`src/rtl/serial_parity_pkg.sv`:
```
// Shared types and constants for the serial parity receiver.
//   state_e     : receiver FSM states
//   ERR_CNT_W   : width of the optional error-frame counter
//   ERR_CNT_MAX : saturation value of that counter
package serial_parity_pkg;

    typedef enum logic [1:0] {
        IDLE   = 2'd0,
        DATA   = 2'd1,
        PARITY = 2'd2,
        STOP   = 2'd3
    } state_e;

    localparam int ERR_CNT_W   = 8;
    localparam int ERR_CNT_MAX = 255;

endpackage

```
`src/rtl/serial_parity_rx_parity_acc.sv`:
```
// parity_acc: 1-bit XOR accumulator for the parity link.
//   clk_i   : clock (rising edge)
//   rst_n_i : synchronous active-low reset, loads ODD
//   init_i  : load ODD (takes priority over en_i)
//   en_i    : acc ^= bit_i
//   bit_i   : bit to fold into the accumulator
//   acc_o   : current accumulator value
module parity_acc #(
    parameter bit ODD = 1'b0
) (
    input  logic clk_i,
    input  logic rst_n_i,
    input  logic init_i,
    input  logic en_i,
    input  logic bit_i,
    output logic acc_o
);

    logic acc_q;
    logic acc_d;

    always_comb begin
        acc_d = acc_q;
        if (init_i) begin
            acc_d = ODD;
        end else if (en_i) begin
            acc_d = acc_q ^ bit_i;
        end
    end

    always_ff @(posedge clk_i) begin
        if (!rst_n_i) begin
            acc_q <= ODD;
        end else begin
            acc_q <= acc_d;
        end
    end

    assign acc_o = acc_q;

endmodule

```
`src/rtl/serial_parity_rx.sv`:
```
// serial_parity_rx: receives start/data/parity/stop frames, one bit per
// strobe, LSB first, and checks parity against a running XOR of the data.
//   clk_i        : clock (rising edge)
//   rst_n_i      : synchronous active-low reset
//   sin_valid_i  : qualifies sin_i for one cycle
//   sin_i        : serial bit, idle level 1
//   dout_o       : last received data word (held)
//   dout_valid_o : one-cycle pulse when a frame completes
//   par_err_o    : parity error of the frame in dout_o
//   frame_err_o  : stop bit was 0 for the frame in dout_o
//   busy_o       : frame in progress
//   err_cnt_o    : saturating error-frame count, present only when
//                  SERIAL_PARITY_RX_ERRCNT_EN is defined
//
// state  | meaning
// IDLE   | line idle, waiting for a 0 start bit
// DATA   | shifting in DATA_W data bits, LSB first
// PARITY | waiting for the parity bit
// STOP   | waiting for the stop bit; frame is published on its strobe
module serial_parity_rx
    import serial_parity_pkg::*;
#(
    parameter int DATA_W = 8,
    parameter bit ODD    = 1'b0
) (
    input  logic              clk_i,
    input  logic              rst_n_i,
    input  logic              sin_valid_i,
    input  logic              sin_i,
    output logic [DATA_W-1:0] dout_o,
    output logic              dout_valid_o,
    output logic              par_err_o,
    output logic              frame_err_o,
    output logic              busy_o
`ifdef SERIAL_PARITY_RX_ERRCNT_EN
    ,
    output logic [ERR_CNT_W-1:0] err_cnt_o
`endif
);

    localparam int CNT_W = $clog2(DATA_W + 1);

    state_e            state_q, state_d;
    logic [CNT_W-1:0]  cnt_q, cnt_d;
    logic [DATA_W-1:0] shreg_q, shreg_d;
    logic              perr_q, perr_d;
    logic [DATA_W-1:0] dout_q, dout_d;
    logic              dout_valid_q, dout_valid_d;
    logic              par_err_q, par_err_d;
    logic              frame_err_q, frame_err_d;
    logic              acc_init;
    logic              acc_en;
    logic              acc;
    logic [DATA_W:0]   shift_in;

    parity_acc #(
        .ODD (ODD)
    ) u_parity_acc (
        .clk_i   (clk_i),
        .rst_n_i (rst_n_i),
        .init_i  (acc_init),
        .en_i    (acc_en),
        .bit_i   (sin_i),
        .acc_o   (acc)
    );

    // New bit enters at the MSB so that after DATA_W shifts the first
    // (LSB-first) bit lands in bit 0; written this way to stay legal for DATA_W=1.
    assign shift_in = {sin_i, shreg_q};

    always_comb begin
        state_d      = state_q;
        cnt_d        = cnt_q;
        shreg_d      = shreg_q;
        perr_d       = perr_q;
        dout_d       = dout_q;
        dout_valid_d = 1'b0;
        par_err_d    = par_err_q;
        frame_err_d  = frame_err_q;
        acc_init     = 1'b0;
        acc_en       = 1'b0;

        case (state_q)
            IDLE: begin
                if (sin_valid_i && !sin_i) begin
                    state_d  = DATA;
                    cnt_d    = '0;
                    acc_init = 1'b1;
                end
            end
            DATA: begin
                if (sin_valid_i) begin
                    shreg_d = shift_in[DATA_W:1];
                    acc_en  = 1'b1;
                    cnt_d   = cnt_q + CNT_W'(1);
                    if (cnt_q == CNT_W'(DATA_W - 1)) begin
                        state_d = PARITY;
                    end
                end
            end
            PARITY: begin
                if (sin_valid_i) begin
                    perr_d  = acc ^ sin_i;
                    state_d = STOP;
                end
            end
            STOP: begin
                // Publishing on the stop strobe puts the FSM back in IDLE during
                // the pulse cycle, so a start bit there is accepted.
                if (sin_valid_i) begin
                    dout_d       = shreg_q;
                    par_err_d    = perr_q;
                    frame_err_d  = ~sin_i;
                    dout_valid_d = 1'b1;
                    state_d      = IDLE;
                end
            end
            default: begin
                state_d = IDLE;
            end
        endcase
    end

    always_ff @(posedge clk_i) begin
        if (!rst_n_i) begin
            state_q      <= IDLE;
            cnt_q        <= '0;
            shreg_q      <= '0;
            perr_q       <= 1'b0;
            dout_q       <= '0;
            dout_valid_q <= 1'b0;
            par_err_q    <= 1'b0;
            frame_err_q  <= 1'b0;
        end else begin
            state_q      <= state_d;
            cnt_q        <= cnt_d;
            shreg_q      <= shreg_d;
            perr_q       <= perr_d;
            dout_q       <= dout_d;
            dout_valid_q <= dout_valid_d;
            par_err_q    <= par_err_d;
            frame_err_q  <= frame_err_d;
        end
    end

`ifdef SERIAL_PARITY_RX_ERRCNT_EN
    logic [ERR_CNT_W-1:0] err_cnt_q;

    // Counts from the published flags, so the count moves one cycle after
    // the pulse; a frame with both errors counts once.
    always_ff @(posedge clk_i) begin
        if (!rst_n_i) begin
            err_cnt_q <= '0;
        end else if (dout_valid_q && (par_err_q || frame_err_q) &&
                     (err_cnt_q != ERR_CNT_W'(ERR_CNT_MAX))) begin
            err_cnt_q <= err_cnt_q + ERR_CNT_W'(1);
        end
    end

    assign err_cnt_o = err_cnt_q;
`endif

    assign dout_o       = dout_q;
    assign dout_valid_o = dout_valid_q;
    assign par_err_o    = par_err_q;
    assign frame_err_o  = frame_err_q;
    assign busy_o       = (state_q != IDLE);

endmodule

```
`config.mk`:
```
export PLATFORM = sky130hd
export DESIGN_NAME = serial_parity_rx
export DESIGN_NICKNAME = d
export VERILOG_FILES = /design/src/rtl/serial_parity_pkg.sv /design/src/rtl/serial_parity_rx_parity_acc.sv /design/src/rtl/serial_parity_rx.sv
export SDC_FILE = /design/constraint.sdc
export NUM_CORES = 1
export LEC_CHECK = 0
export CAP_MARGIN = 20
export CORE_ASPECT_RATIO = 1.25
export CORE_UTILIZATION = 56
export CTS_CLUSTER_DIAMETER = 100
export DETAILED_ROUTE_END_ITERATION = 7
export PLACE_DENSITY_LB_ADDON = 0.12
export SYNTH_ARGS = -nofsm -noshare
export SYNTH_HDL_FRONTEND = slang
export SYNTH_HIERARCHICAL = 1
export SYNTH_SLANG_ARGS = --single-unit
```
`constraint.sdc`:
```
create_clock -name clk_i -period 2.38 [get_ports clk_i]
set_clock_uncertainty 0.05 [all_clocks]
set_input_delay 0.476 -clock clk_i [delete_from_list [all_inputs] [get_ports clk_i]]
set_output_delay 0.476 -clock clk_i [all_outputs]
set_load 0.02 [all_outputs]
```
---- Word level (Yosys, flattened, before mapping) ----
Index checks and enable logic that the tools add are counted.
cells by class
  multiply operators ...................... 0
  order comparisons ....................... 0
  bitwise logic cells ..................... 3
  $add $sub $neg .......................... 1
  shift-type cells ........................ 0
  div/mod/pow operators ................... 0
  reductions and logical operators ........ 12
  multiplexer cells ....................... 13
  equal/unequal tests ..................... 9
operator list
  cell                                                                   count
  2-bit two-way mux                                                      5
  2-bit inequality test, second input constant                           5
  4-bit two-way mux                                                      2
  2-bit case mux with 4 select lines                                     1
  4-bit case mux with 2 select lines                                     1
  2-bit AND reduction                                                    4
  5-bit AND reduction                                                    1
  4-bit by 1-bit adder with 4-bit output, second input constant          1
  2-bit equality test, second input constant                             2
  4-bit by 3-bit equality test with 1-bit output, second input constant  1
  1-bit two-way mux                                                      4
  2-bit nonzero test                                                     2
  3-bit AND reduction                                                    1
  2-bit by 1-bit equality test with 1-bit output, second input constant  1
  2-bit zero test                                                        1
  1-bit inverter                                                         2
  2-bit OR reduction                                                     1
  1-bit logical AND                                                      1
  1-bit zero test                                                        1
  1-bit bitwise XOR                                                      1
storage, ports and cells
  latch bits .............................. 0
  memories kept ........................... 0
  bits in read-only memories .............. 0
  bits in registers ....................... 27
  RAM bits ................................ 0
  input bits .............................. 4

---- Longest topological paths before layout ----
  word-level depth ........................ 5
  mapped depth ............................ 7
  mapped depth without buffers ............ 7

---- By module ----
The synthesis kept the hierarchy.
modules (own cells, without submodules)
  module            area an instance (um^2)  cells an instance  seq. area each (um^2)  times used
  serial_parity_rx  1,092.3                  130                520.5                  1
  parity_acc        52.6                     5                  20.0                   1

---- Least setup slack after synthesis ----
Ideal clock, no wire load.
  kind .................................... reg-to-reg
  start point ............................. reg state_q[1]
  end point ............................... reg cnt_q[2]
  path buffers ............................ 0
  period minus slack after synthesis ...... 1.374 ns
  arrival ................................. 1.203 ns
  cell stages (with the launch flop) ...... 7
  setup slack ............................. 1.006 ns
  cells stage by stage .................... dfxtp_1 inv_1 ha_1 and2b_4 o211ai_1 xor2_1 nor2_1
on the way
  word-level cells in the longest chain between the ends .. 3
  elaborated cells on any way between the ends .. 7
  those cells by class .................... 3 x eq/ne; 1 x mux; 3 x reduce/logical
RTL lines
  element                                                                                   RTL line                 source
  from (decl)                                                                               serial_parity_rx.sv:43   state_e state_q, state_d;
  from (signal assigned)                                                                    serial_parity_rx.sv:135  state_q <= state_d;
  2-bit by 1-bit equality test with 1-bit output / 2-bit zero test (equally long branches)  serial_parity_rx.sv:83   case (state_q)
  2-bit inequality test (no line) / 2-bit nonzero test (equally long branches)              -
  3-bit AND reduction (no line)                                                             -
  to (signal assigned)                                                                      serial_parity_rx.sv:136  cnt_q <= cnt_d;
  to (decl)                                                                                 serial_parity_rx.sv:44   logic [CNT_W-1:0] cnt_q, cnt_d;
Parallel ways exist; a longest one is shown, timed or not.
A chain may end at the register's enable or synchronous reset.

---- Worst setup path in the final report ----
  start point ............................. reg state_q[0]
  end point ............................... out busy_o
on the way
  word-level cells in the longest chain between the ends .. 1
RTL lines
  element             RTL line                 source
  2-bit nonzero test  serial_parity_rx.sv:167  assign busy_o = (state_q != IDLE);
  to (decl)           serial_parity_rx.sv:34   output logic busy_o
No other way between the ends.

==> results <==
- The flow ran to the end, and the final reports show no timing, DRC or antenna violations.
- The number of antenna diodes in the final layout is 0.
- During synthesis, Yosys emitted a total of 6 warnings.
- The clock passes through at most 2 buffers.
- The synthesized design contains 27 register bits.
- The nature of the critical path startpoint is a register.
- Buffers inserted during clock tree synthesis total 3.
- The cell area that synthesis handed to floorplanning was 1145 sq um.
- The post-detailed-route wirelength per cell is 11.38 um.
- The layout overhead on the synthesized area is 15.63%.
- The detail-routed via count per cell is 5.237.
- After routing, the total negative slack on setup checks comes to 0 ns.
- The part of the power in the clock network is 18.9%.
- The share of total power in sequential cells is 51.1%.
- The final clock period utilization by the worst path is 80.44%.
- In this run the vertical extent of the chip is 52.55 um.
- The number of I/O port buffers is 15.
- After detailed routing, the number of remaining DRC violations is 0.
- The category of the most critical setup path is register to output port.
- The actual slew at the worst max-slew pin is 0.6203 ns.
- The number of global-route vias before repair is 768.
- The starting density of the core is 61.87%.
- Data on the critical path arrives at its endpoint at 1.39 ns.
- The first global-routing pass estimated 3.187 mm of wire.
- The power per standard cell area is 736.4 nW/um^2.
- The final-stage net count is 161.
- The initialized floorplan defines 17 standard-cell rows.
- The pre-antenna-repair detailed-routing pass consisted of 5 iterations.
- The clock network latency to the later pin of the worst-skew pair is 0.30 ns.
- The number of DRC markers after the initial detailed-route iteration is 12.
- The distinct cell type count after synthesis is 31.
- The fraction of layout cells with a size suffix above 1 is 6.667%.
- On the critical path, the stage with the largest delay is an instance of sky130_fd_sc_hd__dfxtp_1.
- The cell-internal power is 659.1 uW.
- For this block, the via count after detailed routing is 885.
- The congestion estimate from routability-driven global placement came to 0.7939.
- Setup repair after global routing left no endpoint under its margin.
- The worst hold path begins at dout_o[6].
- The worst endpoint required time is 1.85 ns.
- The max-slew violation total from the final report is 0.
- Excluding fillers, the count of instances in the completed layout stands at 169.
- The total length of routed wires is 1.924 mm.
- Walking the worst path, the cells encountered are inv_1, ha_1, inv_1, dlymetal6s2s_1.
- The clock tree root buffer cell is sky130_fd_sc_hd__clkbuf_4.
- The path depth of the worst reg2reg path is 6.
- By instance count, the cell type seen most on the critical path is sky130_fd_sc_hd__inv_1.
- The number of hold violations in the final report is 0.
- The type of the worst min-delay path is register to register.
- The leakage dissipation is 0.0004934 uW.
- The number of maximum-capacitance violations is 0.
- TritonCTS built the clock tree.
- The count of H-tree levels built during CTS is 1.
- Summed over all nets, the half-perimeter wirelength after detailed placement is 1.467 mm.
- The worst-case IR drop observed on VDD is 521.8 uV.
- STA classifies the critical path endpoint as an output port.
- In this run the critical register-to-register path is captured at cnt_q[0].
- Entering global routing, the biggest net connects 22 pins.
- Dividing the synthesized area by the synthesized cell count gives 8.480 sq um.
- From left edge to right edge, the die measures 42.44 um.
- The number of antenna-violating nets in the routed design is 0.
- The top fanout value on the critical path is 4.
- The synthesized netlist net count is 145.
- The worst slew slack as a fraction of its limit is 58.60%.
- The register-to-register path setup slack is 0.81 ns.
- The top-level port count is 16.
- The placeable core region is 1851 sq um.
- The switching power is 315.8 uW.
- Combinational logic burns 30.0% of the power.
- In this run switching power makes up 32.39% of total power.
- The sink count of the clock tree is 27.
- Global routing used 18.95% of the available tracks.
- Synthesis produced 135 cells.
- Setup violations remaining at the end of the flow were counted as 0.
- After synthesis, flip-flops and latches occupy 47.21% of the total area.
- The total power draw is 974.9 uW.
- The clock period minus worst slack is 1.914 ns.
- After global routing the overflow that remains totals 0.
- The initial antenna violation count is 0.
- For hold timing, the worst endpoint is dout_o[6].
- The die area is 2230 sq um.
- The worst register-to-register path begins at state_q[1].
- Counting tap cells, the placed design contains a total of 165 instances.
- The final core area utilization is 71.53%.
- Clock-pin slew was measured on the worst setup and hold paths at 0.13 ns.
- The maximum single-stage delay on the critical path is 0.40 ns.
- Timing would allow up to 0.5224 GHz.
- The instance count along the most critical hold path is 2.
## registers in the layout, summed over array words and instances (netlist names)
name                cells
dout_o                  8
par_err_o               1
dout_valid_o            1
state_q                 2
frame_err_o             1
perr_q                  1
shreg_q                 8
u_parity_acc/acc_o      1
cnt_q                   4
## layout make-up
type / instances / area (sq um)
multi-input cells: 98 / 558.0
clock buffers: 4 / 26.28
repair buffers: 15 / 152.6
well taps: 19 / 23.77
fillers: 140 / 526.8
inverters: 6 / 22.52
flip-flops and latches: 27 / 540.5
## logic make-up (layout without fill, tap and decap cells)
logic type | Yosys count | in the layout | share of synthesized area, %
compound gates | 31 | 31 | 16.83
xor+xnor | 4 | 4 | 3.061
fa+ha+maj | 6 | 6 | 6.557
buf+inv | 10 | 25 | 4.043
simple gates | 55 | 55 | 20.55
flops | 27 | 27 | 47.21
mux | 2 | 2 | 1.749
## metrics by stage
stage | cell area (sq um) | hold WS [ns] | worst slack (ns)
after global routing | 1324 | 0.4286 | 0.3548
final | 1324 | 0.4108 | 0.4656
after floorplan | 1145 | 0.3816 | 1.006
after CTS | 1321 | 0.4150 | 0.06633
after global placement | 1295 | 0.3921 | 0.4159
after detailed placement | 1295 | 0.3965 | 0.3949
## how the worst max path moves through the flow
stage	cells past startpoint	to	slack (ns)	from
2_1_floorplan	6	cnt_q[2]	1.01	state_q[1]
3_3_place_gp	4	frame_err_o	0.42	sin_valid_i
3_5_place_dp	4	frame_err_o	0.39	sin_valid_i
4_1_cts	4	busy_o	0.07	state_q[0]
5_1_grt	4	busy_o	0.35	state_q[0]
6_report	4	busy_o	0.47	state_q[0]
## critical path, delay by kind of cell, from the launching register on
| kind | cells | cell delay (ns) |
|---|---|---|
| flip-flops | 1 | 0.40 |
| adder cells (fa/ha/maj) | 1 | 0.24 |
| buffers and inverters | 3 | 0.45 |
## routing by layer
| metal | global-route usage, % | routed length, um | up-vias |
|---|---|---|---|
| met5 | 0 | 0 | - |
| met2 | 38.72 | 1003 | 16 |
| li1 | - | - | 473 |
| met4 | 6.250 | 17 | 0 |
| met1 | 19.57 | 853 | 394 |
| met3 | 2.069 | 50 | 2 |
## synth_stat cells
library cell,n,area share [%]
sky130_fd_sc_hd__dfxtp_1,27,47
sky130_fd_sc_hd__nor2b_2,1,0.77
sky130_fd_sc_hd__and3_1,1,0.55
sky130_fd_sc_hd__nor2b_1,1,0.55
sky130_fd_sc_hd__and2_1,1,0.55
sky130_fd_sc_hd__a211oi_1,1,0.66
sky130_fd_sc_hd__o211ai_1,2,1.3
sky130_fd_sc_hd__clkbuf_1,2,0.66
sky130_fd_sc_hd__inv_1,5,1.6
sky130_fd_sc_hd__nand2b_1,1,0.55
sky130_fd_sc_hd__nand2_2,1,0.55
sky130_fd_sc_hd__o21ai_1,2,0.87
sky130_fd_sc_hd__ha_1,6,6.6
sky130_fd_sc_hd__o221ai_2,1,1.3
sky130_fd_sc_hd__inv_2,1,0.33
sky130_fd_sc_hd__o21ai_0,2,0.87
sky130_fd_sc_hd__a21bo_1,1,0.87
sky130_fd_sc_hd__buf_6,1,0.98
sky130_fd_sc_hd__a21oi_1,18,7.9
sky130_fd_sc_hd__and2b_4,1,0.87
sky130_fd_sc_hd__buf_2,1,0.44
sky130_fd_sc_hd__nand3b_1,1,0.66
sky130_fd_sc_hd__nor3_1,1,0.44
sky130_fd_sc_hd__a311oi_1,1,0.77
sky130_fd_sc_hd__mux2i_1,2,1.7
sky130_fd_sc_hd__o2111ai_1,1,0.77
sky130_fd_sc_hd__xor2_1,3,2.3
sky130_fd_sc_hd__nor2_1,5,1.6
sky130_fd_sc_hd__nand2_1,41,13
sky130_fd_sc_hd__xnor2_1,1,0.77
sky130_fd_sc_hd__a21oi_2,2,1.5
## power by group through the flow
stage	Combinational [uW]	Sequential (uW)	Clock (uW)
floorplan	217	506	0
detailed placement	294	509	0
global route	323	504	210
global placement	278	507	0
finish	292	498	184
CTS	297	499	191
## repair_timing
| action | in CTS | in global routing |
|---|---|---|
| hold buffers | 0 | 0 |
| endpoints found under the setup margin | 0 | 1 |
| endpoints found under the hold margin | 0 | 0 |
| setup buffers | 0 | 0 |
| resized for setup | 0 | 1 |
## layout by cell type, fill, tap and decap left out
cell and instances:
sky130_fd_sc_hd__and2_1 1, sky130_fd_sc_hd__o21ai_1 2, sky130_fd_sc_hd__o2111ai_1 1, sky130_fd_sc_hd__xor2_1 3, sky130_fd_sc_hd__a21bo_1 1, sky130_fd_sc_hd__a21oi_2 2
sky130_fd_sc_hd__a211oi_1 1, sky130_fd_sc_hd__nor3_1 1, sky130_fd_sc_hd__o21ai_0 2, sky130_fd_sc_hd__and2b_4 1, sky130_fd_sc_hd__inv_1 5, sky130_fd_sc_hd__mux2i_1 2
sky130_fd_sc_hd__dlymetal6s2s_1 1, sky130_fd_sc_hd__clkbuf_4 3, sky130_fd_sc_hd__nor2b_1 1, sky130_fd_sc_hd__o221ai_2 1, sky130_fd_sc_hd__clkbuf_1 1, sky130_fd_sc_hd__clkdlybuf4s50_1 14
sky130_fd_sc_hd__a21oi_1 18, sky130_fd_sc_hd__and3_1 1, sky130_fd_sc_hd__nand2_2 1, sky130_fd_sc_hd__dfxtp_1 27, sky130_fd_sc_hd__a311oi_1 1, sky130_fd_sc_hd__nand3b_1 1
sky130_fd_sc_hd__nor2b_2 1, sky130_fd_sc_hd__nand2_1 41, sky130_fd_sc_hd__nor2_1 5, sky130_fd_sc_hd__xnor2_1 1, sky130_fd_sc_hd__ha_1 6, sky130_fd_sc_hd__inv_2 1
sky130_fd_sc_hd__o211ai_1 2, sky130_fd_sc_hd__nand2b_1 1
Power figures use the tool's default switching activity.
